**config.mk**
```make
export PLATFORM = sky130hd
export DESIGN_NAME = debounce_bank
export DESIGN_NICKNAME = d
export VERILOG_FILES = /design/src/rtl/debounce_bank.sv
export SDC_FILE = /design/constraint.sdc
export NUM_CORES = 1
export LEC_CHECK = 0
export CORE_ASPECT_RATIO = 0.6
export CORE_MARGIN = 2
export CORE_UTILIZATION = 63
export CTS_BUF_LIST = sky130_fd_sc_hd__clkbuf_4 sky130_fd_sc_hd__clkbuf_8
export CTS_CLUSTER_DIAMETER = 100
export CTS_CLUSTER_SIZE = 28
export DETAILED_ROUTE_END_ITERATION = 16
export PLACE_DENSITY = 0.81
export REMOVE_ABC_BUFFERS = 1
export SYNTH_ARGS = -nofsm -noshare
export SYNTH_HDL_FRONTEND = slang
export SYNTH_SLANG_ARGS = --single-unit
```
**constraint.sdc**
```tcl
create_clock -name clk -period 2.66 [get_ports clk]
set_input_delay 0.532 -clock clk [delete_from_list [all_inputs] [get_ports clk]]
set_output_delay 0.532 -clock clk [all_outputs]
set_load 0.01 [all_outputs]
```
**src/rtl/debounce_bank.sv**
```systemverilog
// Multi-channel switch debouncer with press/release pulses and auto-repeat.
// Each channel: two-flop synchroniser, IDLE/RISE/HELD/FALL FSM, repeat timer.
module debounce_bank #(
  parameter int CHANNELS      = 4,
  parameter int STABLE_COUNT  = 16,
  parameter int REPEAT_EN     = 1,
  parameter int REPEAT_DELAY  = 1000,
  parameter int REPEAT_PERIOD = 250
) (
  input  logic                clk,
  input  logic                rst_n,
  input  logic [CHANNELS-1:0] switch_input,
  output logic [CHANNELS-1:0] btn_level,
  output logic [CHANNELS-1:0] btn_press,
  output logic [CHANNELS-1:0] btn_release,
  output logic [CHANNELS-1:0] btn_repeat
);

  localparam int RMAX = (REPEAT_DELAY > REPEAT_PERIOD) ?
                        REPEAT_DELAY : REPEAT_PERIOD;
  localparam int SW = $clog2(STABLE_COUNT);
  localparam int RW = $clog2(RMAX);

  localparam logic [SW-1:0] S_TOP = SW'(STABLE_COUNT - 1);
  localparam logic [SW-1:0] S_ONE = SW'(1);
  localparam logic [RW-1:0] R_DLY = RW'(REPEAT_DELAY - 1);
  localparam logic [RW-1:0] R_PER = RW'(REPEAT_PERIOD - 1);

  typedef enum logic [1:0] {
    IDLE,
    RISE,
    HELD,
    FALL
  } state_t;

  logic [CHANNELS-1:0] r_sync1;
  logic [CHANNELS-1:0] r_sync2;

  state_t          r_state    [CHANNELS];
  state_t          w_state_nx [CHANNELS];
  logic [SW-1:0]   r_scnt     [CHANNELS];
  logic [SW-1:0]   w_scnt_nx  [CHANNELS];
  logic [RW-1:0]   r_rcnt     [CHANNELS];
  logic [RW-1:0]   w_rcnt_nx  [CHANNELS];
  logic [CHANNELS-1:0] r_rarm;
  logic [CHANNELS-1:0] w_rarm_nx;
  logic [CHANNELS-1:0] w_due;

  logic [CHANNELS-1:0] w_level;
  logic [CHANNELS-1:0] w_press;
  logic [CHANNELS-1:0] w_release;
  logic [CHANNELS-1:0] w_repeat;

  logic [CHANNELS-1:0] r_level;
  logic [CHANNELS-1:0] r_press;
  logic [CHANNELS-1:0] r_release;
  logic [CHANNELS-1:0] r_repeat;

  always_comb begin
    for (int c = 0; c < CHANNELS; c++) begin
      w_state_nx[c] = r_state[c];
      w_scnt_nx[c]  = r_scnt[c];
      w_rcnt_nx[c]  = r_rcnt[c];
      w_rarm_nx[c]  = r_rarm[c];
      w_press[c]    = 1'b0;
      w_release[c]  = 1'b0;
      w_repeat[c]   = 1'b0;
      // r_rarm selects the period once the first repeat has fired
      w_due[c] = (r_rcnt[c] == (r_rarm[c] ? R_PER : R_DLY));
      unique case (r_state[c])
        IDLE: begin
          w_rcnt_nx[c] = '0;
          w_rarm_nx[c] = 1'b0;
          if (r_sync2[c]) begin
            w_state_nx[c] = RISE;
            w_scnt_nx[c]  = S_ONE;
          end
        end
        RISE: begin
          if (!r_sync2[c]) begin
            w_state_nx[c] = IDLE;
            w_scnt_nx[c]  = '0;
          end else if (r_scnt[c] == S_TOP) begin
            w_state_nx[c] = HELD;
            w_scnt_nx[c]  = '0;
            w_rcnt_nx[c]  = '0;
            w_rarm_nx[c]  = 1'b0;
            w_press[c]    = 1'b1;
          end else begin
            w_scnt_nx[c] = r_scnt[c] + 1'b1;
          end
        end
        HELD: begin
          if (!r_sync2[c]) begin
            w_state_nx[c] = FALL;
            w_scnt_nx[c]  = S_ONE;
            // a due repeat is held back until the level is stable again
            if (!w_due[c])
              w_rcnt_nx[c] = r_rcnt[c] + 1'b1;
          end else if (w_due[c]) begin
            w_repeat[c]  = (REPEAT_EN != 0);
            w_rcnt_nx[c] = '0;
            w_rarm_nx[c] = 1'b1;
          end else begin
            w_rcnt_nx[c] = r_rcnt[c] + 1'b1;
          end
        end
        FALL: begin
          if (r_sync2[c]) begin
            w_state_nx[c] = HELD;
            w_scnt_nx[c]  = '0;
          end else if (r_scnt[c] == S_TOP) begin
            w_state_nx[c] = IDLE;
            w_scnt_nx[c]  = '0;
            w_rcnt_nx[c]  = '0;
            w_rarm_nx[c]  = 1'b0;
            w_release[c]  = 1'b1;
          end else begin
            w_scnt_nx[c] = r_scnt[c] + 1'b1;
          end
        end
      endcase
      w_level[c] = (w_state_nx[c] == HELD) ||
                   (w_state_nx[c] == FALL);
    end
  end

  always_ff @(posedge clk or negedge rst_n) begin
    if (!rst_n) begin
      r_sync1   <= '0;
      r_sync2   <= '0;
      r_rarm    <= '0;
      r_level   <= '0;
      r_press   <= '0;
      r_release <= '0;
      r_repeat  <= '0;
      for (int c = 0; c < CHANNELS; c++) begin
        r_state[c] <= IDLE;
        r_scnt[c]  <= '0;
        r_rcnt[c]  <= '0;
      end
    end else begin
      r_sync1   <= switch_input;
      r_sync2   <= r_sync1;
      r_rarm    <= w_rarm_nx;
      r_level   <= w_level;
      r_press   <= w_press;
      r_release <= w_release;
      r_repeat  <= w_repeat;
      for (int c = 0; c < CHANNELS; c++) begin
        r_state[c] <= w_state_nx[c];
        r_scnt[c]  <= w_scnt_nx[c];
        r_rcnt[c]  <= w_rcnt_nx[c];
      end
    end
  end

  assign btn_level   = r_level;
  assign btn_press   = r_press;
  assign btn_release = r_release;
  assign btn_repeat  = r_repeat;

endmodule

```
### Word level (Yosys, flattened, before mapping)

Cells that the tools add are included.

* register bits after elaboration: 92
* input bits: 6
* output and inout bits: 16
* word-level logic and storage cells: 246

* add/subtract/negate cells: 8
* equal/unequal tests: 56
* mux-type cells: 140
* reduce and logical (&&, ||, !) cells: 20

Operator list (count)
* two-way mux 10 bit: 28
* one-hot mux 10 bit (4 select lines): 4
* two-way mux 4 bit: 20
* one-hot mux 4 bit (4 select lines): 4
* two-way mux 1 bit: 52
* two-way mux 2 bit: 24
* != test 2 bit (second input constant): 24
* adder 10 x 1 -> 10 bit (second input constant): 4
* == test 10 bit: 4
* == test 2 bit (second input constant): 16
* one-hot mux 2 bit (4 select lines): 4
* adder 4 x 1 -> 4 bit (second input constant): 4
* == test 4 bit (second input constant): 4
* one-hot mux 1 bit (4 select lines): 4
* AND reduction 4 bit: 4
* != test 3 bit (second input constant): 4
* AND reduction 3 bit: 4
* == test 2 x 1 -> 1 bit (second input constant): 4
* logical NOT 2 bit: 4
* AND reduction 2 bit: 4
* logical OR 1 bit: 4

### Depth between registers and ports, before layout

* depth after elaboration: 6
* depth in mapped cells: 7
* depth with buffers taken out: 6

### Worst setup path before layout

Ideal clock, no wire load.

* kind: reg-to-reg
* start point: register r_rcnt[24] (netlist name)
* end point: register r_rcnt[21] (netlist name)
* library setup time: 125 ps
* arrival: 1954 ps
* data required time: 2535 ps
* slack: 581 ps
* cell stages (with the launch flop): 7
* path buffers: 1
* clock period less this slack: 2079 ps
* cell sequence: dfrtp_1 > nand4b_1 > or4b_4 > a2111oi_4 > or2_1 > buf_6 > mux2_4

* cells in the longest elaborated chain, start to end: 4
* elaborated cells between the ends (all ways): 6
* those cells by class: eq/ne: 2; mux: 3; reduce/logical: 1

RTL lines
* start: declaration: line 43 `logic [RW-1:0] r_rcnt [CHANNELS];`
* start signal: indexed assignment: line 153 `r_rcnt[c] <= w_rcnt_nx[c];`
* == test 10 bit *: line 69 `w_due[c] = (r_rcnt[c] == (r_rarm[c] ? R_PER : R_DLY));`
* two-way mux 10 bit: line 100 `end else if (w_due[c]) begin`
* two-way mux 10 bit: line 94 `if (!r_sync2[c]) begin`
* one-hot mux 10 bit (4 select lines): line 70 `unique case (r_state[c])`

Mark *: on every way between the ends. The rest lies on a longest branch, timed or not.
A chain may end at the register's enable or synchronous reset.

### Final worst setup path

* start point: register r_rcnt[9] (netlist name)
* end point: register r_rcnt[1] (netlist name)

Same word-level chain as after synthesis.

==> metrics.md <==
| Metric | Value |
|---|---|
| Result of the run | `finished, final reports clean` |
| Width of the die | `~120 µm` |
| Crit start category | `flop` |
| Total via count in the routed design | `3775` |
| Number of inserted diodes | `0` |
| Fraction of layout cells with a size suffix above 1 | `approximately 7.5%` |
| Count of max-cap constraint violations | `0` |
| Port bufs | `21` |
| Global-route wire length before repair | `16.35 mm` |
| Highest fanout seen on the critical path | `10` |
| Pin count of the biggest net entering global routing | `53` |
| Number of synthesized register bits | `a little over 90` |
| Residual antenna-violating net count after detailed routing | `0` |
| Height of the chip | `approximately 70 µm` |
| Share of the yosys chip area belonging to registers | `about half` |
| Peak ir drop on the vdd network | `316.9 µV` |
| DP Cell Count | `583` |
| Total area of multi-input combinational cells | `2193 µm²` |
| Via count normalized by instance count | `around 6.3` |
| Count of routing violations after the opening detailed-route iteration | `slightly below 400` |
| Biggest cell delay along the critical path | `0.44 ns` |
| # Post-CTS Setup Buffers | `0` |
| Maximum level of the CTS H-tree | `3` |
| Site row count | `24` |
| Share of synthesized registers carrying an async set or reset | `100.0%` |
| Post-detail-place hpwl | `~6.7 mm` |
| Cells resized by post-CTS repair | `0` |
| Clk Latency, worst-skew pair | `around 0.37 ns` |
| Period utilization | `81.43%` |
| Fillers | `556` |
| Syn avg cell area | `around 9.7 µm²` |
| Stages on worst setup path | `5` |
| Number of hold violations in the final report | `0` |
| Num CTS Buffers | `9` |
| P_leak | `0.002204 µW` |
| Synth cell types | `around 60` |
| Core Footprint | `about 7200 µm²` |
| Class of the tightest hold or removal check | `primary input to asynchronous set/reset pin` |
| Synth Flop Type | `dfrtp_1` |
| Final core area utilization | `71.70%` |
| Iteration count of the initial detailed-routing pass | `5` |
| Start-to-end type of the worst setup path | `flop to flop` |
| Total DRC errors in the routed layout | `0` |
| Warnings from Yosys | `0` |
| Minimum clock period after layout | `2.166 ns` |
| Arrival time at the worst endpoint | `roughly 2.4 ns` |
| Worst Hold Margin | `0.1732 ns` |
| Total standard cell area after synthesis | `4658 µm²` |
| WL per Instance | `16.05 µm` |
| Worst path cell trace | `nand4bb_1 -> nor4b_1 -> o2111ai_1 -> and3_1 -> mux2_2` |
| Actual slew at the worst max-slew pin | `0.8112 ns` |
| Number of cells traversed by the worst register-to-register path | `5` |
| Number of buffers between clock root and the deepest sink | `2` |
| Layout Skew | `0.01093 ns` |
| Clock tree from TritonCTS | `built` |
| Root Buffer Master | `clkbuf_8` |
| Via count of the first global-routing pass | `3532` |
| Leading cell types in the layout, fill and taps excluded | `92 x dfrtp_1, 46 x nand2_1, 40 x nand3_1, 32 x o21ai_0, 29 x nor2_1` |
| Total number of clock tree sinks | `92` |
| Number of nets in the layout | `slightly above 500` |
| Die ar. | `between 8000 and 9000 µm²` |
| Unrepaired setup endpoints after global routing | `no` |
| Total routed wirelength | `9.616 mm` |
| Total routing resource utilization after global routing | `25.35%` |
| Post-route non-filler standard cell count | `599` |
| Delay-heaviest family, CP | `simple AND/OR/NAND/NOR gates` |
| Worst path required time | `2.92 ns` |
| Post-synth EDFFs | `0` |
| Most common cell after layout, fill and taps aside | `dfrtp_1` |
| Top achievable clock speed | `461.7 MHz` |
| Routability cong. | `0.9118` |
| Starting density of the core | `between 60 and 70%` |
| Final sum of negative setup slack | `0 ns` |
| Count of hold-fix buffers inserted at cts | `0` |
| Relative slew slack | `45.87%` |
| Slowest cell on the critical path | `o2111ai_1` |
| Final setup violation count | `0` |
| Sequential cell area | `roughly 2300 µm²` |
| Clock Pin Slew Worst Setup and Hold Paths | `0.09 ns` |
| I/O pin count | `22` |
| Number of antenna violations at the first check in global routing | `0` |
| Element type at the critical path end | `flop` |
| Congestion Overflow GR | `0` |
| Number of standard cells after synthesis | `482` |
| Pins Over Slew Limit | `0` |
| Crit path buffers/inverters | `0` |
| Power Dens Cells | `505.0 nW/µm²` |
| Area growth syn-to-layout | `10.93%` |
[cell families (layout without fill, tap and decap cells)]
logic type | count (synthesis) | after routing | synth area share [%]
AOI/OAI and AO/OA | 100 | 100 | 15.18
and+or+nand+nor | 222 | 222 | 25.57
xor gates and xnor gates | 7 | 7 | 1.316
DFF | 92 | 92 | 49.42
buffers and inverters | 41 | 67 | 3.492
adders and majority gates | 8 | 8 | 2.149
muxes | 12 | 12 | 2.874
[metrics by stage]
step	power [µW]	setup WS, ns	cell area, µm²
final	2610	0.4941	5167
after global placement	1606	0.6146	4952
after detailed placement	1614	0.5442	4952
after global routing	2708	0.4062	5167
after floorplan	1551	0.5525	4586
after CTS	2627	0.5189	5167
[final cells by class]
type / count / share of cell area [%]
tap: 91 / 2.203
inverter: 24 / 1.743
multi-input combinational: 349 / 42.45
clock buffer: 9 / 2.397
timing repair buffer: 27 / 4.891
sequential: 92 / 44.55
clock inverter: 7 / 1.768
[where the power goes]
part,switching (µW),internal (µW)
Combinational,74.0,47.3
Sequential,38.5,1430
Clock,499,526
[final timing paths]
kind / start / to / slack (ns)
max in group asynchronous: rst_n / r_scnt[7]$_DFFE_PN0P_ / 1.83
max: r_rcnt[9]$_DFFE_PN0P_ / r_rcnt[1]$_DFFE_PN0P_ / 0.49
max reg2reg: r_rcnt[9]$_DFFE_PN0P_ / r_rcnt[1]$_DFFE_PN0P_ / 0.49
min reg2reg: r_sync1[2]$_DFF_PN0_ / r_sync2[2]$_DFF_PN0_ / 0.36
min in group clk: r_sync1[2]$_DFF_PN0_ / r_sync2[2]$_DFF_PN0_ / 0.36
min: rst_n / r_rcnt[33]$_DFFE_PN0P_ / 0.17
[synth_stat cells (all sizes together), types with 3 or more instances]
cell type  number  share of area [%]
dfrtp          92                 49
nand2          46                3.7
nand3          40                4.3
o21ai          32                3.4
nor2           29                2.3
inv            24                1.9
and3           17                2.3
nor3           15                1.6
a21oi          14                1.6
and2           13                1.7
clkbuf         13                1.0
nand4          12                1.6
o211ai         12                1.9
nand2b         11                1.5
ha              8                2.1
mux2            8                2.0
or3             8                1.1
nor3b           6               0.97
a221o           5                1.1
o221ai          5               0.94
buf             4               0.51
mux2i           4               0.86
nand4b          4               0.75
nor2b           4               0.54
o31a            4               0.75
xor2            4               0.75
a21o            3               0.48
a41oi           3               0.56
nor4            3               0.40
o22ai           3               0.54
o31ai           3               0.48
xnor2           3               0.56
[per-layer routing]
metal / vias up / global-route usage [%] / routed length, µm
met5: - / 0 / 0
met4: 0 / 8.166 / 142
met3: 19 / 7.284 / 549
met2: 130 / 37.52 / 4287
met1: 1813 / 36.55 / 4636
li1: 1813 / - / -
[sequential cells by signal (all words and copies together) (netlist names)]
name / count
r_rcnt: 40
r_scnt: 16
r_state: 8
btn_level: 4
btn_press: 4
btn_release: 4
btn_repeat: 4
r_rarm: 4
r_sync1: 4
r_sync2: 4
[worst register-to-register path, delay by kind of cell (launching register included)]
family	cells	cell delay [ns]
flip-flops	1	0.43
AND/OR/NAND/NOR	3	0.92
AO/OA/AOI/OAI	1	0.44
multiplexers	1	0.27
Power figures use the tool's default switching activity.
